### src/rtl/pong_pkg.sv
// Shared Pong geometry, centre positions and game state encoding.
package pong_pkg;

  localparam int ACTIVE_WIDTH  = 640;
  localparam int ACTIVE_HEIGHT = 480;
  localparam int PADDLE_WIDTH  = 10;
  localparam int PADDLE_HEIGHT = 50;
  localparam int BALL_SIZE     = 10;
  localparam int PADDLE_SPEED  = 4;
  localparam int BALL_SPEED    = 2;
  localparam int MAX_SPEED     = 6;
  localparam int SERVE_FRAMES  = 60;
  localparam int WIN_SCORE     = 7;

  localparam int BALL_X_MAX   = ACTIVE_WIDTH - PADDLE_WIDTH - BALL_SIZE;
  localparam int BALL_Y_MAX   = ACTIVE_HEIGHT - BALL_SIZE;
  localparam int PADDLE_Y_MAX = ACTIVE_HEIGHT - PADDLE_HEIGHT;

  localparam logic [9:0] BALL_X_CENTRE   = 10'((ACTIVE_WIDTH - BALL_SIZE) / 2);
  localparam logic [9:0] BALL_Y_CENTRE   = 10'((ACTIVE_HEIGHT - BALL_SIZE) / 2);
  localparam logic [9:0] PADDLE_Y_CENTRE = 10'((ACTIVE_HEIGHT - PADDLE_HEIGHT) / 2);

  typedef enum logic [1:0] {IDLE, SERVE, PLAY, OVER} game_state_t;

endpackage

### src/rtl/pong_game_ctrl_if.sv
// Frame-rate control inputs and registered object positions of the Pong sequencer.
interface pong_game_ctrl_if;

  logic       frame_tick;
  logic       start;
  logic       p1_up;
  logic       p1_down;
  logic       p2_up;
  logic       p2_down;
  logic [9:0] ball_x;
  logic [9:0] ball_y;
  logic [9:0] paddle1_y;
  logic [9:0] paddle2_y;
  logic [3:0] score1;
  logic [3:0] score2;
  logic       game_over;

  modport master (
    output frame_tick, start, p1_up, p1_down, p2_up, p2_down,
    input  ball_x, ball_y, paddle1_y, paddle2_y, score1, score2, game_over
  );

  modport slave (
    input  frame_tick, start, p1_up, p1_down, p2_up, p2_down,
    output ball_x, ball_y, paddle1_y, paddle2_y, score1, score2, game_over
  );

endinterface

### src/rtl/pong_paddle.sv
// Saturating paddle position, moved once per frame_tick while enabled.
// Registered output, updates the cycle after the tick; opposing buttons cancel.
module pong_paddle
  import pong_pkg::*;
(
  input  logic       clk,
  input  logic       reset,
  input  logic       frame_tick,
  input  logic       enable,
  input  logic       up,
  input  logic       down,
  output logic [9:0] y
);

  logic [9:0]  y_q, y_d;
  logic [10:0] y_e;

  assign y_e = {1'b0, y_q};

  always_comb begin
    y_d = y_q;
    if (frame_tick && enable && (up != down)) begin
      if (up) begin
        y_d = (y_e < 11'(PADDLE_SPEED)) ? 10'd0 : y_q - 10'(PADDLE_SPEED);
      end else begin
        y_d = (y_e + 11'(PADDLE_SPEED) > 11'(PADDLE_Y_MAX)) ? 10'(PADDLE_Y_MAX)
                                                            : y_q + 10'(PADDLE_SPEED);
      end
    end
  end

  always_ff @(posedge clk) begin
    if (reset) y_q <= PADDLE_Y_CENTRE;
    else       y_q <= y_d;
  end

  assign y = y_q;

endmodule

### src/rtl/pong_game_ctrl.sv
// Pong sequencer: ball, scores and serve/play/over flow, stepped once per frame_tick.
// Outputs registered (one cycle after the tick); PONG_SPEEDUP_EN adds per-hit horizontal speed-up.
module pong_game_ctrl
  import pong_pkg::*;
(
  input  logic                   clk,
  input  logic                   reset,
  pong_game_ctrl_if.slave        bus
);

  game_state_t state_q, state_d;
  logic [9:0]  bx_q, bx_d, by_q, by_d;
  logic        dx_q, dx_d, dy_q, dy_d;   // 1 = moving towards larger coordinate
  logic [5:0]  cnt_q, cnt_d;
  logic [3:0]  s1_q, s1_d, s2_q, s2_d;
  logic [9:0]  p1_y, p2_y;
  logic        pad_en;
  logic [9:0]  sx;
  logic [10:0] sx_e, bx_e, by_e, p1_e, p2_e;
  logic        hit1, hit2, lost_left, lost_right;

`ifdef PONG_SPEEDUP_EN
  logic [2:0] spd_q, spd_d;
  assign sx = {7'd0, spd_q};
`else
  assign sx = 10'(BALL_SPEED);
`endif

  assign pad_en = (state_q == SERVE) || (state_q == PLAY);

  pong_paddle u_paddle1 (
    .clk(clk), .reset(reset), .frame_tick(bus.frame_tick), .enable(pad_en),
    .up(bus.p1_up), .down(bus.p1_down), .y(p1_y)
  );

  pong_paddle u_paddle2 (
    .clk(clk), .reset(reset), .frame_tick(bus.frame_tick), .enable(pad_en),
    .up(bus.p2_up), .down(bus.p2_down), .y(p2_y)
  );

  assign sx_e = {1'b0, sx};
  assign bx_e = {1'b0, bx_q};
  assign by_e = {1'b0, by_q};
  assign p1_e = {1'b0, p1_y};
  assign p2_e = {1'b0, p2_y};

  // Collisions see the paddle positions from before this tick's paddle update.
  assign hit1 = (by_e + 11'(BALL_SIZE) > p1_e) && (by_e < p1_e + 11'(PADDLE_HEIGHT));
  assign hit2 = (by_e + 11'(BALL_SIZE) > p2_e) && (by_e < p2_e + 11'(PADDLE_HEIGHT));

  always_comb begin
    state_d    = state_q;
    bx_d       = bx_q;
    by_d       = by_q;
    dx_d       = dx_q;
    dy_d       = dy_q;
    cnt_d      = cnt_q;
    s1_d       = s1_q;
    s2_d       = s2_q;
    lost_left  = 1'b0;
    lost_right = 1'b0;
`ifdef PONG_SPEEDUP_EN
    spd_d      = spd_q;
`endif
    if (bus.frame_tick) begin
      case (state_q)
        IDLE: begin
          if (bus.start) begin
            state_d = SERVE;
            cnt_d   = '0;
          end
        end
        SERVE: begin
          bx_d  = BALL_X_CENTRE;
          by_d  = BALL_Y_CENTRE;
          cnt_d = cnt_q + 6'd1;
          if (cnt_q == 6'(SERVE_FRAMES - 2)) state_d = PLAY;
        end
        PLAY: begin
          if (!dy_q && by_e < 11'(BALL_SPEED)) begin
            by_d = '0;
            dy_d = 1'b1;
          end else if (dy_q && by_e + 11'(BALL_SPEED) > 11'(BALL_Y_MAX)) begin
            by_d = 10'(BALL_Y_MAX);
            dy_d = 1'b0;
          end else begin
            by_d = dy_q ? by_q + 10'(BALL_SPEED) : by_q - 10'(BALL_SPEED);
          end

          if (!dx_q && bx_e < 11'(PADDLE_WIDTH) + sx_e) begin
            if (hit1) begin
              bx_d = 10'(PADDLE_WIDTH);
              dx_d = 1'b1;
            end else begin
              lost_left = 1'b1;
            end
          end else if (dx_q && bx_e + sx_e > 11'(BALL_X_MAX)) begin
            if (hit2) begin
              bx_d = 10'(BALL_X_MAX);
              dx_d = 1'b0;
            end else begin
              lost_right = 1'b1;
            end
          end else begin
            bx_d = dx_q ? bx_q + sx : bx_q - sx;
          end

`ifdef PONG_SPEEDUP_EN
          if ((dx_q != dx_d) && (spd_q != 3'(MAX_SPEED))) spd_d = spd_q + 3'd1;
`endif

          if (lost_left || lost_right) begin
            bx_d    = BALL_X_CENTRE;
            by_d    = BALL_Y_CENTRE;
            dx_d    = lost_right;
            cnt_d   = '0;
            state_d = SERVE;
            if (lost_left) begin
              s2_d = s2_q + 4'd1;
              if (s2_d == 4'(WIN_SCORE)) state_d = OVER;
            end else begin
              s1_d = s1_q + 4'd1;
              if (s1_d == 4'(WIN_SCORE)) state_d = OVER;
            end
          end
        end
        OVER: begin
          if (bus.start) begin
            s1_d    = '0;
            s2_d    = '0;
            cnt_d   = '0;
            state_d = SERVE;
          end
        end
        default: state_d = IDLE;
      endcase
`ifdef PONG_SPEEDUP_EN
      if (state_d == SERVE) spd_d = 3'(BALL_SPEED);
`endif
    end
  end

  always_ff @(posedge clk) begin
    if (reset) begin
      state_q <= IDLE;
      bx_q    <= BALL_X_CENTRE;
      by_q    <= BALL_Y_CENTRE;
      dx_q    <= 1'b1;
      dy_q    <= 1'b1;
      cnt_q   <= '0;
      s1_q    <= '0;
      s2_q    <= '0;
    end else begin
      state_q <= state_d;
      bx_q    <= bx_d;
      by_q    <= by_d;
      dx_q    <= dx_d;
      dy_q    <= dy_d;
      cnt_q   <= cnt_d;
      s1_q    <= s1_d;
      s2_q    <= s2_d;
    end
  end

`ifdef PONG_SPEEDUP_EN
  always_ff @(posedge clk) begin
    if (reset) spd_q <= 3'(BALL_SPEED);
    else       spd_q <= spd_d;
  end
`endif

  assign bus.ball_x    = bx_q;
  assign bus.ball_y    = by_q;
  assign bus.paddle1_y = p1_y;
  assign bus.paddle2_y = p2_y;
  assign bus.score1    = s1_q;
  assign bus.score2    = s2_q;
  assign bus.game_over = (state_q == OVER);

endmodule

### src/flat_wrapper.sv
// flat-port wrapper written by rule: the top's interface ports become plain ports
module pong_game_ctrl_flat import pong_pkg::*;
  (clk, reset, bus_frame_tick, bus_start, bus_p1_up, bus_p1_down, bus_p2_up, bus_p2_down, bus_ball_x, bus_ball_y, bus_paddle1_y, bus_paddle2_y, bus_score1, bus_score2, bus_game_over);
  pong_game_ctrl_if bus_i ();
  input  logic clk;
  input  logic reset;
  input wire logic [$bits(bus_i.frame_tick)-1:0] bus_frame_tick;
  input wire logic [$bits(bus_i.start)-1:0] bus_start;
  input wire logic [$bits(bus_i.p1_up)-1:0] bus_p1_up;
  input wire logic [$bits(bus_i.p1_down)-1:0] bus_p1_down;
  input wire logic [$bits(bus_i.p2_up)-1:0] bus_p2_up;
  input wire logic [$bits(bus_i.p2_down)-1:0] bus_p2_down;
  output wire logic [$bits(bus_i.ball_x)-1:0] bus_ball_x;
  output wire logic [$bits(bus_i.ball_y)-1:0] bus_ball_y;
  output wire logic [$bits(bus_i.paddle1_y)-1:0] bus_paddle1_y;
  output wire logic [$bits(bus_i.paddle2_y)-1:0] bus_paddle2_y;
  output wire logic [$bits(bus_i.score1)-1:0] bus_score1;
  output wire logic [$bits(bus_i.score2)-1:0] bus_score2;
  output wire logic [$bits(bus_i.game_over)-1:0] bus_game_over;
  assign bus_i.frame_tick = bus_frame_tick;
  assign bus_i.start = bus_start;
  assign bus_i.p1_up = bus_p1_up;
  assign bus_i.p1_down = bus_p1_down;
  assign bus_i.p2_up = bus_p2_up;
  assign bus_i.p2_down = bus_p2_down;
  assign bus_ball_x = bus_i.ball_x;
  assign bus_ball_y = bus_i.ball_y;
  assign bus_paddle1_y = bus_i.paddle1_y;
  assign bus_paddle2_y = bus_i.paddle2_y;
  assign bus_score1 = bus_i.score1;
  assign bus_score2 = bus_i.score2;
  assign bus_game_over = bus_i.game_over;
  pong_game_ctrl u_core (.clk(clk), .reset(reset), .bus(bus_i));
endmodule
### config.mk
export PLATFORM = sky130hd
export DESIGN_NAME = pong_game_ctrl_flat
export DESIGN_NICKNAME = d
export VERILOG_FILES = /design/src/rtl/pong_pkg.sv /design/src/rtl/pong_game_ctrl_if.sv /design/src/rtl/pong_paddle.sv /design/src/rtl/pong_game_ctrl.sv /design/src/flat_wrapper.sv
export SDC_FILE = /design/constraint.sdc
export NUM_CORES = 1
export LEC_CHECK = 0
export ABC_AREA = 1
export CAP_MARGIN = 20
export CORE_ASPECT_RATIO = 1.25
export CORE_MARGIN = 2
export CORE_UTILIZATION = 25
export DETAILED_ROUTE_END_ITERATION = 16
export GPL_ROUTABILITY_DRIVEN = 0
export PLACE_DENSITY = 0.41
export SLEW_MARGIN = 20
export SYNTH_ARGS = -nofsm -noshare
export SYNTH_HDL_FRONTEND = slang
export SYNTH_SLANG_ARGS = --single-unit
### constraint.sdc
create_clock -name clk -period 3.4 [get_ports clk]
set_clock_uncertainty 0.1 [all_clocks]
set_input_delay 0.51 -clock clk [delete_from_list [all_inputs] [get_ports clk]]
set_output_delay 0.51 -clock clk [all_outputs]
set_load 0.02 [all_outputs]
After elaboration in Yosys (flattened, before gate mapping)
Cells that the tools add are included.
Cells by class
  add/sub/neg operators: 18
  magnitude comparators: 12
  eq/ne operators: 17
  multiplexer cells: 51
  reduce and logical (&&, ||, !) cells: 28
Operator list (number)
  $mux 10: 16
  $pmux 10 s2: 2
  $gt 11x9->1 const B: 3
  $add 10x2->11 const B: 2
  $add 10x3->11 const B: 2
  $add 10x6->11 const B: 2
  $gt 11x10->1: 2
  $lt 10x11->1: 2
  $add 10x2->10 const B: 2
  $add 10x3->10 const B: 2
  $lt 10x3->1 const B: 2
  $mux 4: 5
  $sub 10x2->10 const B: 2
  $sub 10x3->10 const B: 2
  $pmux 6 s3: 1
  $mux 1: 16
  $pmux 4 s2: 2
  $reduce_and 5->1: 3
  $mux 2: 6
  $mux 6: 2
  $add 10x4->11 const B: 1
  $gt 11x10->1 const B: 1
  $lt 10x2->1 const B: 1
  $lt 10x4->1 const B: 1
  23 further kinds: 46
Storage, ports and cells
  register bits: 58
  bits of input ports: 8
  output and inout port bits: 49

Depth between registers and ports, before layout
  word-level depth: 11
  mapped depth: 21

Modules after synthesis
From an unflattened synthesis, not the netlist that was laid out.
Second synthesis, totals
  cell total of the unflattened synthesis: 927
  area, all modules: 5939.4 um2
Modules (own cells, without submodules)
  pong_game_ctrl: instances 1, cells each 639, area an instance 4160.2 um2, seq. area each 760.7 um2
  pong_paddle: instances 2, cells each 144, area an instance 889.6 um2, seq. area each 200.2 um2

Worst setup path before layout
No wires, ideal clock.
  kind: register to register
  from: register u_core.by_q[2] (netlist: u_core.bus.ball_y[2])
  to: register u_core.bx_q[4] (netlist: u_core.bus.ball_x[4])
  library setup time: 137 ps
  arrival: 2682 ps
  data required time: 3163 ps
  setup slack: 481 ps
  cell stages (with the launch flop): 18
  path through: dfxtp_1 > ha_1 > or2_1 > nand2_1 > nor3_1 > xor2_1 > ha_1 > nand3_1 > nor3_1 > nand2_1 > nand3_1 > nand2_1 > nand2_1 > nand2_1 > nand3_2 > nand3_4 > a21oi_4 > o211ai_1
On the way
  cells in the longest elaborated chain, start to end: 11
RTL lines
  start, declared: RTL line pong_game_ctrl.sv:12  | logic [9:0] bx_q, bx_d, by_q, by_d;
  start signal, assigned: RTL line pong_game_ctrl.sv:156  | by_q <= by_d;
  $add 10x4->11: RTL line pong_game_ctrl.sv:48, pong_game_ctrl.sv:49
  $gt 11x10->1: RTL line pong_game_ctrl.sv:49  | assign hit2 = (by_e + 11'(BALL_SIZE) > p2_e) && (by_e < p2_e + 11'(PADDLE_HEIGHT));
  $logic_and 1x1->1: RTL line pong_game_ctrl.sv:49
  $mux 1: RTL line pong_game_ctrl.sv:98  | if (hit2) begin
  $mux 1: RTL line pong_game_ctrl.sv:97  | end else if (dx_q && bx_e + sx_e > 11'(BALL_X_MAX)) begin
  $mux 1: RTL line pong_game_ctrl.sv:90  | if (!dx_q && bx_e < 11'(PADDLE_WIDTH) + sx_e) begin
  $mux 1: RTL line pong_game_ctrl.sv:66  | case (state_q)
  $mux 1: RTL line pong_game_ctrl.sv:65  | if (bus.frame_tick) begin
  $logic_or 1x1->1: RTL line pong_game_ctrl.sv:112  | if (lost_left || lost_right) begin
  $ne 5x4->1 (no line) (tied with other cells)
  $reduce_and 4->1 (no line) or $pmux 10 s2 (tied branches)
  end signal, assigned: RTL line pong_game_ctrl.sv:146  | bx_q <= BALL_X_CENTRE;
  end signal, assigned: RTL line pong_game_ctrl.sv:155  | bx_q <= bx_d;
  end, declared: RTL line pong_game_ctrl.sv:12
Several ways; a longest one is shown, not always the timed one. The select of a mux whose other input is x is not followed.
A chain may end at the register's enable or synchronous reset.

Worst setup path after layout
  from: register u_core.by_q[1] (netlist: u_core.bus.ball_y[1])
  to: register u_core.cnt_q[2]
On the way
  cells in the longest elaborated chain, start to end: 11
RTL lines
  $add 10x4->11: RTL line pong_game_ctrl.sv:48, pong_game_ctrl.sv:49
  $gt 11x10->1: RTL line pong_game_ctrl.sv:49
  $logic_and 1x1->1: RTL line pong_game_ctrl.sv:49
  $mux 1: RTL line pong_game_ctrl.sv:98
  $mux 1: RTL line pong_game_ctrl.sv:97
  $mux 1: RTL line pong_game_ctrl.sv:90
  $mux 1: RTL line pong_game_ctrl.sv:66
  $mux 1: RTL line pong_game_ctrl.sv:65
  $logic_or 1x1->1 (*): RTL line pong_game_ctrl.sv:112
  $ne 2x2->1 (no line) (*)
  $reduce_and 3->1 (no line) (*)
  end signal, assigned: RTL line pong_game_ctrl.sv:159  | cnt_q <= cnt_d;
  end, declared: RTL line pong_game_ctrl.sv:14  | logic [5:0] cnt_q, cnt_d;
Every way passes the cells marked *; elsewhere a longest branch is shown, timed or not. The select of a mux whose other input is x is not followed.

==> impl_results.md <==
* Die Area at 23700 µm²
* I/O pins at 57
* Distinct cells, synth at 44
* Vias at between 5000 and 6000
* Crit path to: u_core.cnt_q[2]
* CP peak stage delay at between 0.3 and 0.4 ns
* Worst Path Max Fanout at 17
* FFs w/ async S/R, synth at 0
* Leak pwr at 3.20 nW
* Hpwl dp at around 14 mm
* Post-Layout Inst Area at 6930 µm²
* Post-layout minimum cycle time at slightly above 3 ns
* Area of the multi-input gates at roughly 4000 µm²
* Initial antenna violation count at 0
* Clock Latency Late Sink at about 0.34 ns
* First-pass GRT wire length at about 30 mm
* Diode count at 0
* Share of the synthesized area in the top cell type at 0.206
* Clock sinks at 58
* Global route total overflow at 0
* Synthesized instance count at 860
* Cell mode on critical path: nand2_1
* Clock root buffer: clkbuf_16
* Overall Power at 3.06 mW
* Worst r2r dst: u_core.cnt_q[2]
* Metal-1 WL at approximately 8 mm
* Worst reg-to-reg path cell count at 18
* Die W at 138 µm
* Cell Area, Placed at ~6600 µm²
* Total CTS buffers at 9
* Status: finished, final reports clean
* Max cap viols at 0
* Tcrit/Tclk final at 0.903
* Crit-path leading delay family: simple AND/OR/NAND/NOR gates
* CP Launch Point: u_core.bus.ball_y[1]
* Startpoint types: register
* Number of port buffers at 56
* Die Height at about 170 µm
* CP Depth at 18
* Post-Syn Nets at 936
* Post-synth EDFFs at 0
* Yosys reg bits at 58
* Residual DRC at 0
* R2R setup slack at ~0.33 ns
* Layout cells sized above 1 at 0.0737
* GRT Total Usage at 0.158
* TNS Setup at 0 ns
* Nets at slightly above 1000
* Initial DRC Count at roughly 210
* Fillers at about 2500
* Critical-path cell list: ha_1 -> or2_1 -> nand2_1 -> nor3_1 -> xor2_1 -> ha_1 -> nand3_1 -> nor3_2 -> nand4_1 -> nand2_1 -> nand2_1 -> nand2_1 -> nand3_2 -> nand3_4 -> buf_6 -> nand2_1 -> nand2_1 -> a21oi_1
* Pre-Repair DR Iteration Count at 5
* Placeable core region at around 22000 µm²
* Most common flop cell mapped by yosys: dfxtp_1
* Worst Max-Slew Pin Slew at just under 0.7 ns
* Most common cell in the netlist: nand2_1
* FP Rows at between 60 and 70
* Post-route ant nets at 0
* Vias in the first global route at approximately 5600
* WS Path Type: register to register
* Synth warnings at 0
* R2R Path Start: u_core.bus.ball_y[1]
* Setup-failing EPs final at 0
* Hold Vio Cnt, Final at 0
* F_max at approximately 330 MHz
* Initial Util at 0.254
* Area growth syn-to-layout at 23.2%
* DR WL met3 at around 430 µm
* RSZ-0062 raised after global routing: no
* Via/cell ratio at 4.64
* Synthesized area at about 5600 µm²
* Hold_sp: u_core.cnt_q[5]
* Worst EP arrival at about 3.2 ns
* Pin count of the biggest net entering global routing at 23
* Seq/Total Area, Yosys at 0.206
* CTS tree: built
* WL final at approximately 18 mm
* CP max-delay cell: ha_1
* Slew Limit Fails at 0
* Syn Area/Cell at ~6.5 µm²
* Final worst slack at between 0.3 and 0.4 ns
* CTS max path bufs at 2
* Slew headroom at 0.547
* Setup Fix Bufs, Post-CTS at 0
* Worst Path Required at roughly 3.5 ns
* CTS clk-pin slew, worst paths at ~0.060 ns
* CTS HTree Levels at 3
* Top Metal Used: met4
* Pwr/cell area at between 400 and 500 nW/µm²
* CP bufs+invs at 1
* List of most frequent post-synthesis cells: nand2_1, inv_1, nor2_1
* Post-place setup slack at roughly 0.17 ns
* Max IR drop VDD at around 0.27 mV
* Synth top area cells: dfxtp_1, ha_1, nand2_1, xor2_1, inv_1
* HP Class: register to register
* Routed met2 length at about 9.5 mm
* CP endpoint kind: register
* Register area at between 1000 and 1500 µm²
* Wirelength per Cell at about 15 µm
* CTS Hold Buffers Added at 0
* Area leader, netlist: dfxtp_1
per-stage QoR:
step                hold slack [ns]  instances   util
floorplan                     0.341        860      -
global placement              0.351       1203  0.299
detailed placement            0.362       1203  0.299
CTS                           0.370       1219  0.312
global route                  0.384       1219  0.313
finish                        0.370       1219  0.313
placed cells by master, fill, tap and decap left out, types with 6 or more instances in the layout:
master,n
a21oi_1,66
a31oi_1,7
buf_4,24
clkbuf_16,9
clkdlybuf4s50_1,56
dfxtp_1,57
ha_1,67
inv_1,103
nand2_1,198
nand3_1,72
nand4_1,19
nor2_1,73
nor2_2,6
nor3_1,11
o211ai_1,9
o21ai_0,46
or2_2,6
xnor2_1,11
xor2_1,48
flip-flops by register name, indices dropped and copies added (netlist names):
| register | count |
|---|---|
| u_core.bus.ball_y | 10 |
| u_core.cnt_q | 6 |
| u_core.u_paddle2.y | 10 |
| u_core.bus.score1 | 4 |
| u_core.state_q | 2 |
| u_core.bus.score2 | 4 |
| u_core.u_paddle1.y | 10 |
| u_core.bus.ball_x | 10 |
| u_core.dx_q | 1 |
| u_core.dy_q | 1 |
logic make-up after synthesis:
logic type,after synthesis,share of synthesized area
compound gates,145,0.144
xor+xnor,59,0.0919
fa+ha+maj,68,0.153
simple gates,403,0.316
buf+inv,127,0.0881
flops,58,0.206
metal layers:
metal  up-vias  global-route usage
met2        74               0.298
met1      2569               0.182
met3        17              0.0234
met5         -                   0
li1       2998                   -
met4         0              0.0541
layout make-up:
type,instances,area share
Multi-Input combinational cell,675,0.575
Tap cell,283,0.0511
Clock buffer,10,0.0345
Sequential cell,58,0.168
Timing Repair Buffer,81,0.109
Inverter,106,0.0575
Clock inverter,6,0.00596
worst register-to-register path, stage by stage (launching register included):
cell	delay [ns]
dfxtp_1	0.31
ha_1	0.23
or2_1	0.23
nand2_1	0.13
nor3_1	0.08
xor2_1	0.17
ha_1	0.32
nand3_1	0.11
nor3_2	0.18
nand4_1	0.10
nand2_1	0.08
nand2_1	0.05
nand2_1	0.11
nand3_2	0.12
nand3_4	0.11
buf_6	0.18
nand2_1	0.16
nand2_1	0.13
a21oi_1	0.06
where the power goes:
part / switching, mW / internal [mW]
Sequential: 0.0953 / 0.744
Combinational: 0.821 / 0.516
Clock: 0.368 / 0.513
worst min-delay path by stage:
stage,to,slack (ns),cells after the start
2_1_floorplan,u_core.cnt_q[5],0.34,2
3_3_place_gp,u_core.cnt_q[5],0.35,2
3_5_place_dp,u_core.cnt_q[5],0.36,2
4_1_cts,u_core.cnt_q[5],0.37,2
5_1_grt,u_core.cnt_q[5],0.38,2
6_report,u_core.cnt_q[5],0.37,2
timing repair:
| item | CTS | global route |
|---|---|---|
| resized for setup | 0 | 5 |
| setup endpoints to repair | 0 | 8 |
| endpoints found under the hold margin | 0 | 0 |
Note: power is estimated with default switching activity, not from simulation.
